File: src/rtl/multi_timer.sv
// multi_timer: parametrised multi-channel programmable tick generator.
// Each channel is a down-counter that emits a registered one-cycle tick when
// it expires. Channels run in periodic or one-shot mode. Each channel is
// started and stopped individually and reprogrammed through one write port.
// Optional feature: define MULTI_TIMER_PRESCALE_EN to add a shared prescaler
// (parameter PRESCALE). Channels then count only on prescaler strobe cycles.
module multi_timer #(
  parameter int               WIDTH          = 32,
  parameter int               CHANNELS       = 4,
  parameter logic [WIDTH-1:0] DEFAULT_PERIOD = WIDTH'(25000000)
`ifdef MULTI_TIMER_PRESCALE_EN
  ,
  parameter int               PRESCALE       = 50
`endif
) (
  input  logic                                               clk,
  input  logic                                               rst,
  input  logic                                               cfg_we,
  input  logic [((CHANNELS > 1) ? $clog2(CHANNELS) : 1)-1:0] cfg_ch,
  input  logic [WIDTH-1:0]                                   cfg_period,
  input  logic                                               cfg_oneshot,
  input  logic [CHANNELS-1:0]                                start,
  input  logic [CHANNELS-1:0]                                stop,
  output logic [CHANNELS-1:0]                                tick,
  output logic [CHANNELS-1:0]                                running,
  output logic [CHANNELS-1:0]                                expired,
  output logic                                               tick_any
);

  localparam int CH_W = (CHANNELS > 1) ? $clog2(CHANNELS) : 1;

  // Per-channel state
  logic [WIDTH-1:0]    r_period [CHANNELS];
  logic [WIDTH-1:0]    r_count  [CHANNELS];
  logic [CHANNELS-1:0] r_oneshot;
  logic [CHANNELS-1:0] r_running;
  logic [CHANNELS-1:0] r_expired;
  logic [CHANNELS-1:0] r_tick;
  logic                r_tick_any;

  // Next-state values
  logic [WIDTH-1:0]    w_period_n     [CHANNELS];
  logic [WIDTH-1:0]    w_count_n      [CHANNELS];
  logic [WIDTH-1:0]    w_eff_period   [CHANNELS];
  logic [CHANNELS-1:0] w_oneshot_n;
  logic [CHANNELS-1:0] w_running_n;
  logic [CHANNELS-1:0] w_expired_n;
  logic [CHANNELS-1:0] w_tick_n;
  logic [CHANNELS-1:0] w_hit;
  logic [WIDTH-1:0]    w_wr_period;
  logic                w_step;

  // A programmed period of 0 is stored as 1, so a reload is never below zero.
  assign w_wr_period = (cfg_period == '0) ? WIDTH'(1) : cfg_period;

`ifdef MULTI_TIMER_PRESCALE_EN
  localparam int PS_W = (PRESCALE > 1) ? $clog2(PRESCALE) : 1;
  logic [PS_W-1:0] r_prescale;

  assign w_step = (r_prescale == PS_W'(PRESCALE - 1));

  // Free-running shared prescaler, 0..PRESCALE-1, strobing at the top value
  always_ff @(posedge clk or posedge rst) begin
    if (rst) begin
      r_prescale <= '0;
    end else if (w_step) begin
      r_prescale <= '0;
    end else begin
      r_prescale <= r_prescale + PS_W'(1);
    end
  end
`else
  assign w_step = 1'b1;
`endif

  // Per-channel next state: config write, then stop > start > counting step
  always_comb begin
    w_hit       = '0;
    w_oneshot_n = r_oneshot;
    w_running_n = r_running;
    w_expired_n = r_expired;
    w_tick_n    = '0;
    for (int i = 0; i < CHANNELS; i++) begin
      w_period_n[i]   = r_period[i];
      w_count_n[i]    = r_count[i];
      w_eff_period[i] = r_period[i];
      // Only indices below CHANNELS can match, so out-of-range writes are dropped.
      w_hit[i] = cfg_we && (cfg_ch == CH_W'(i));
      if (w_hit[i]) begin
        w_period_n[i]   = w_wr_period;
        w_oneshot_n[i]  = cfg_oneshot;
        w_eff_period[i] = w_wr_period;
      end else begin
        w_period_n[i]   = r_period[i];
        w_oneshot_n[i]  = r_oneshot[i];
        w_eff_period[i] = r_period[i];
      end

      if (stop[i]) begin
        // Count holds and any coincident expiry is swallowed.
        w_running_n[i] = 1'b0;
      end else if (start[i]) begin
        // A same-cycle write is already reflected in w_eff_period.
        w_count_n[i]   = w_eff_period[i] - WIDTH'(1);
        w_running_n[i] = 1'b1;
        w_expired_n[i] = 1'b0;
      end else if (r_running[i] && w_step) begin
        if (r_count[i] != '0) begin
          w_count_n[i] = r_count[i] - WIDTH'(1);
        end else begin
          w_tick_n[i] = 1'b1;
          if (r_oneshot[i]) begin
            w_running_n[i] = 1'b0;
            w_expired_n[i] = 1'b1;
          end else begin
            w_count_n[i] = r_period[i] - WIDTH'(1);
          end
        end
      end else begin
        w_count_n[i] = r_count[i];
      end
    end
  end

  // Channel state and registered tick outputs
  always_ff @(posedge clk or posedge rst) begin
    if (rst) begin
      for (int i = 0; i < CHANNELS; i++) begin
        r_period[i] <= DEFAULT_PERIOD;
        r_count[i]  <= '0;
      end
      r_oneshot  <= '0;
      r_running  <= '0;
      r_expired  <= '0;
      r_tick     <= '0;
      r_tick_any <= 1'b0;
    end else begin
      for (int i = 0; i < CHANNELS; i++) begin
        r_period[i] <= w_period_n[i];
        r_count[i]  <= w_count_n[i];
      end
      r_oneshot  <= w_oneshot_n;
      r_running  <= w_running_n;
      r_expired  <= w_expired_n;
      r_tick     <= w_tick_n;
      r_tick_any <= |w_tick_n;
    end
  end

  assign tick     = r_tick;
  assign running  = r_running;
  assign expired  = r_expired;
  assign tick_any = r_tick_any;

endmodule

File: config.mk
export PLATFORM = sky130hd
export DESIGN_NAME = multi_timer
export DESIGN_NICKNAME = d
export VERILOG_FILES = /design/src/rtl/multi_timer.sv
export SDC_FILE = /design/constraint.sdc
export NUM_CORES = 1
export LEC_CHECK = 0
export CORE_MARGIN = 10
export CORE_UTILIZATION = 40
export DETAILED_ROUTE_END_ITERATION = 16
export PLACE_DENSITY = 0.65
export SLEW_MARGIN = 20
export SYNTH_ARGS = -nofsm -noshare
export SYNTH_HDL_FRONTEND = slang
export SYNTH_SLANG_ARGS = --single-unit
File: constraint.sdc
create_clock -name clk -period 26.5 [get_ports clk]
set_input_delay 5.3 -clock clk [delete_from_list [all_inputs] [get_ports clk]]
set_output_delay 5.3 -clock clk [all_outputs]
set_load 0.005 [all_outputs]
**Word-level counts from Yosys, hierarchy flattened**

Index checks and enable logic that the tools add are counted.

- Add/subtract/negate cells: 12
- $mul: 0
- Div/mod/pow operators: 0
- Order comparisons: 0
- Eq/ne operators: 11
- Shift-type cells: 0
- Mux-type cells: 73
- Bitwise logic cells: 4
- Reduce and logical (&&, ||, !) cells: 27

Operators with widths:

| operator | number |
|---|---|
| 32-bit 2-to-1 mux | 21 |
| 32-bit by 1-bit subtractor with 32-bit output (second input constant) | 12 |
| 32-bit nonzero test | 4 |
| 1-bit 2-to-1 mux | 52 |
| 32-bit zero test | 1 |
| 4-bit AND reduction | 4 |
| 2-bit nonzero test | 8 |
| 3-bit by 2-bit != test with 1-bit output (second input constant) | 4 |
| 3-bit AND reduction | 4 |
| 2-bit != test (second input constant) | 4 |
| 2-bit equality test (second input constant) | 2 |
| 1-bit logical AND | 4 |
| 1-bit inverter | 4 |
| 4-bit OR reduction | 1 |
| 2-bit by 1-bit equality test with 1-bit output (second input constant) | 1 |
| 2-bit zero test | 1 |

- Register bits: 273
- Latch bits: 0
- RAM bits: 0
- Bits in read-only memories: 0
- Bits of input ports: 46
- Output and inout bits: 13
- Logic and storage cells: 146
- Memories kept: 0

**Logic depth before layout (Yosys ltp)**

- Word-level depth: 6
- Depth in mapped cells: 15
- Gate-level depth less buffers: 12

**Least setup slack after synthesis**

No wires, ideal clock.

- Path type: input-to-reg
- Start point: input start[3]
- End point: register r_count[18] (netlist name)
- Setup time: 0.129 ns
- Data arrival time: 8.268 ns
- Data required time: 26.371 ns
- Setup slack: 18.102 ns
- Stages: 12
- Buffers on the path: 4
- Cells stage by stage: clkbuf_1 -> clkbuf_1 -> clkbuf_1 -> buf_1 -> mux2_2 -> a31oi_1 -> ha_1 -> nand3_1 -> nor3_1 -> nand4_1 -> xnor2_1 -> o21ai_1

- Cells in the longest elaborated chain, start to end: 2
- Elaborated cells on any way between the ends: 4
- Those cells by class: eq/ne: 1; mux: 1; reduce/logical: 2

RTL lines:

| what | line | text |
|---|---|---|
| start, declared | 22 | `input logic [CHANNELS-1:0] start,` |
| 3-bit by 2-bit != test with 1-bit output (no source line) / 2-bit nonzero test (equally long branches) | n/a |  |
| 3-bit AND reduction (no source line) | n/a |  |
| end signal, assigned by index | 140 | `r_count[i] <= w_count_n[i];` |
| end, declared | 34 | `logic [WIDTH-1:0] r_count [CHANNELS];` |

Parallel ways exist; a longest one is shown, timed or not.
A chain may end at the register's enable or synchronous reset.

==> results.yml <==
status:
  outcome: "completed"
floorplanning:
  die_x_um: 216
  start_util: 0.408
  core-area_um2: 37800
  die_area_um2: 46800
  num_io_pins: 59
  die_y_um: 216
  num_rows: 71
finish:
  final_cell_mix: "nand2_1 (275), dfrtp_1 (225), mux2_2 (117), o21ai_0 (113), nor2_1 (94)"
  nFillCells: 3603
  drive_gt1_frac: 0.176
  final_common_cell: "nand2_1"
  nets: 1717
  syn2layout_area_growth_pct: 13.4
  multi_input_area_um2: 8010
  seqCellArea_um2: 6890
  fin_util: 0.462
clock_tree:
  hold_buffers: 0
  cts.path.max_buffers: 3
  clk_pin_slew_ns: 0.06
  cts_sinks: 273
  root_buffer: "clkbuf_16"
  htreeDepth: 1
  cts_made_buffers: 30
  cts_resized: 0
  clkLatencyLatePin_ns: 0.57
  cts_tree: "done"
  postCtsSetupRepairBufs: 0
timing:
  relSlewSlack: 0.328
  hold_viol: 0
  grt_setup_unrepaired: "false"
  hold_ws_ns: 0.482
  finalSetupViolations: 0
  timing.fmax_mhz: 109
  finalCritPeriodShare: 0.345
  fin_crit_ns: 9.15
  worst_slew_pin_slew_ns: 1.01
  slew_violations: 0
  finClkSkew_ns: 0.0121
  finalSetupTns_ns: 0
synth:
  ys.flop_type: "dfrtp_1"
  yosysTopAreaCellShare: 0.365
  async_flop_share: 1.00
  yosysUniqueCellTypes: 80
  synth_area_leaders: "dfrtp_1 (36%), mux2_2 (8.5%), dfstp_2 (8.2%)"
  yosysSeqAreaShare: 0.447
  ys_seq_elements: 273
  synth_warnings: 0
  synthCells: 1639
  synth_fp_nets: 1689
  yosysTopAreaCell: "dfrtp_1"
  netlist_area_um2: 15400
  synth_edf_count: 0
  avgSynthCellArea_um2: 9.41
pwr:
  ir_worst_vdd_v: 0.0000573
  leakage_nw: 7.12
  powerDensity_nw_per_um2: 77.8
critical_path:
  cp_max_fo: 36
  path_class: "in2reg"
  start_kind: "input port"
  crit_path_end_kind: "register"
  crit_arrival_ns: 9.63
  critPathRequiredTime_ns: 26.98
grt:
  grt_pass1_vias: 12668
  grt-ovfl-total: 0
  grt_usage: 0.191
  grt_max_degree: 124
  top_usage_layer: "met2"
  grt_pass1_wl_mm: 72.0
  met3_usage: 0.0375
  antenna_found_initial: 10
  use_met2: 0.297
  grtUsageMet1: 0.261
placement:
  routabilityCongestion: 0.863
  io_buffers: 58
  dp_hpwl_mm: 29.5
routing:
  initialDrtViolationCount: 967
  ant_nets: 0
  num_vias: 12827
  wl_per_cell_um: 20.6
  routed_wl_mm: 45.4
  vias_per_cell: 5.82
  drc_errors: 0
  dr.pass1.iters: 8
worst_hold_path:
  hp-class: "reg2reg"
flow_run:
  drv_cap: 0
power breakdown:
part           internal, mW  switching [mW]  total [mW]
Combinational         0.149           0.197       0.346
Sequential            0.516          0.0693       0.585
Clock                 0.255           0.175       0.430
cells by family after synthesis:
kind of cell	share of synthesized area
compound gates	0.141
xor+xnor	0.0562
fa+ha+maj	0.00324
buf+inv	0.0358
flops	0.447
mux	0.122
simple gates	0.196
flip-flops by register name (all words and copies together), names as in the netlist:
signal,cells
tick_any,1
r_period,128
expired,4
tick,4
running,4
r_count,128
r_oneshot,4
final cells by class:
type | instances | share of cell area
multi-input combinational | 1236 | 0.458
timing repair buffer | 88 | 0.0451
inverter | 38 | 0.00858
clock inverter | 8 | 0.00515
tap | 511 | 0.0365
sequential | 273 | 0.394
antenna | 3 | 0.000429
clock buffer | 48 | 0.0526
final timing paths:
path | startpoint | to | slack, ns | cells past startpoint
setup reg to reg | r_count[107]$_DFFE_PP0P_ | r_count[101]$_DFFE_PP0P_ | 22.90 | 10
hold / removal | r_period[102]$_DFF_PP1_ | r_period[102]$_DFF_PP1_ | 0.48 | 2
min in group asynchronous | rst | tick[1]$_DFF_PP0_ | 5.32 | 2
hold reg to reg | r_period[102]$_DFF_PP1_ | r_period[102]$_DFF_PP1_ | 0.48 | 2
max in group asynchronous | rst | r_count[48]$_DFFE_PP0P_ | 19.66 | 3
setup / recovery | cfg_ch[1] | r_count[94]$_DFFE_PP0P_ | 17.35 | 13
metrics by stage:
step | power, mW | area (um2) | std cells | worst slack (ns)
detailed placement | 0.932 | 16500 | 2146 | 16.84
global route | 1.44 | 17500 | 2202 | 17.06
global placement | 0.920 | 16500 | 2146 | 16.88
floorplan | 0.837 | 15400 | 1639 | 13.76
finish | 1.36 | 17500 | 2205 | 17.35
CTS | 1.36 | 17500 | 2202 | 17.41
metal layers:
metal	routed length (um)	vias to the layer above
li1	-	5961
met1	20700	6343
met2	20100	427
met3	3090	92
met4	1510	4
met5	21	-
worst max-delay path, cell delays in order:
cell             delay [ns]
clkdlybuf4s50_1        0.68
nand3b_2               0.19
buf_4                  0.46
mux2_4                 0.35
mux2_2                 0.27
a31oi_1                0.22
ha_1                   0.22
o211a_1                0.19
nand4_1                0.21
nor4_2                 0.89
nand4_1                0.26
xnor2_1                0.19
o21ai_0                0.17
cells in the mapped netlist (all sizes together), types with 4 or more instances:
master	number
nand2	275
o31ai	7
mux2i	19
a221oi	24
nand4b	4
nand4	43
and2	10
xor2	32
ha	4
a21oi	46
and3	13
or2	13
o211ai	4
or4	7
a41oi	7
dfstp	48
nor4	45
o21ai	146
nand3	51
nor3b	4
clkbuf	64
dfrtp	225
mux2	148
inv	35
buf	28
a211oi	9
o2bb2ai	5
nor2	99
o21a	4
a31oi	62
xnor2	67
nor3	24
a31o	4
nor2b	17
No activity file was read; power rests on OpenSTA's default activity.
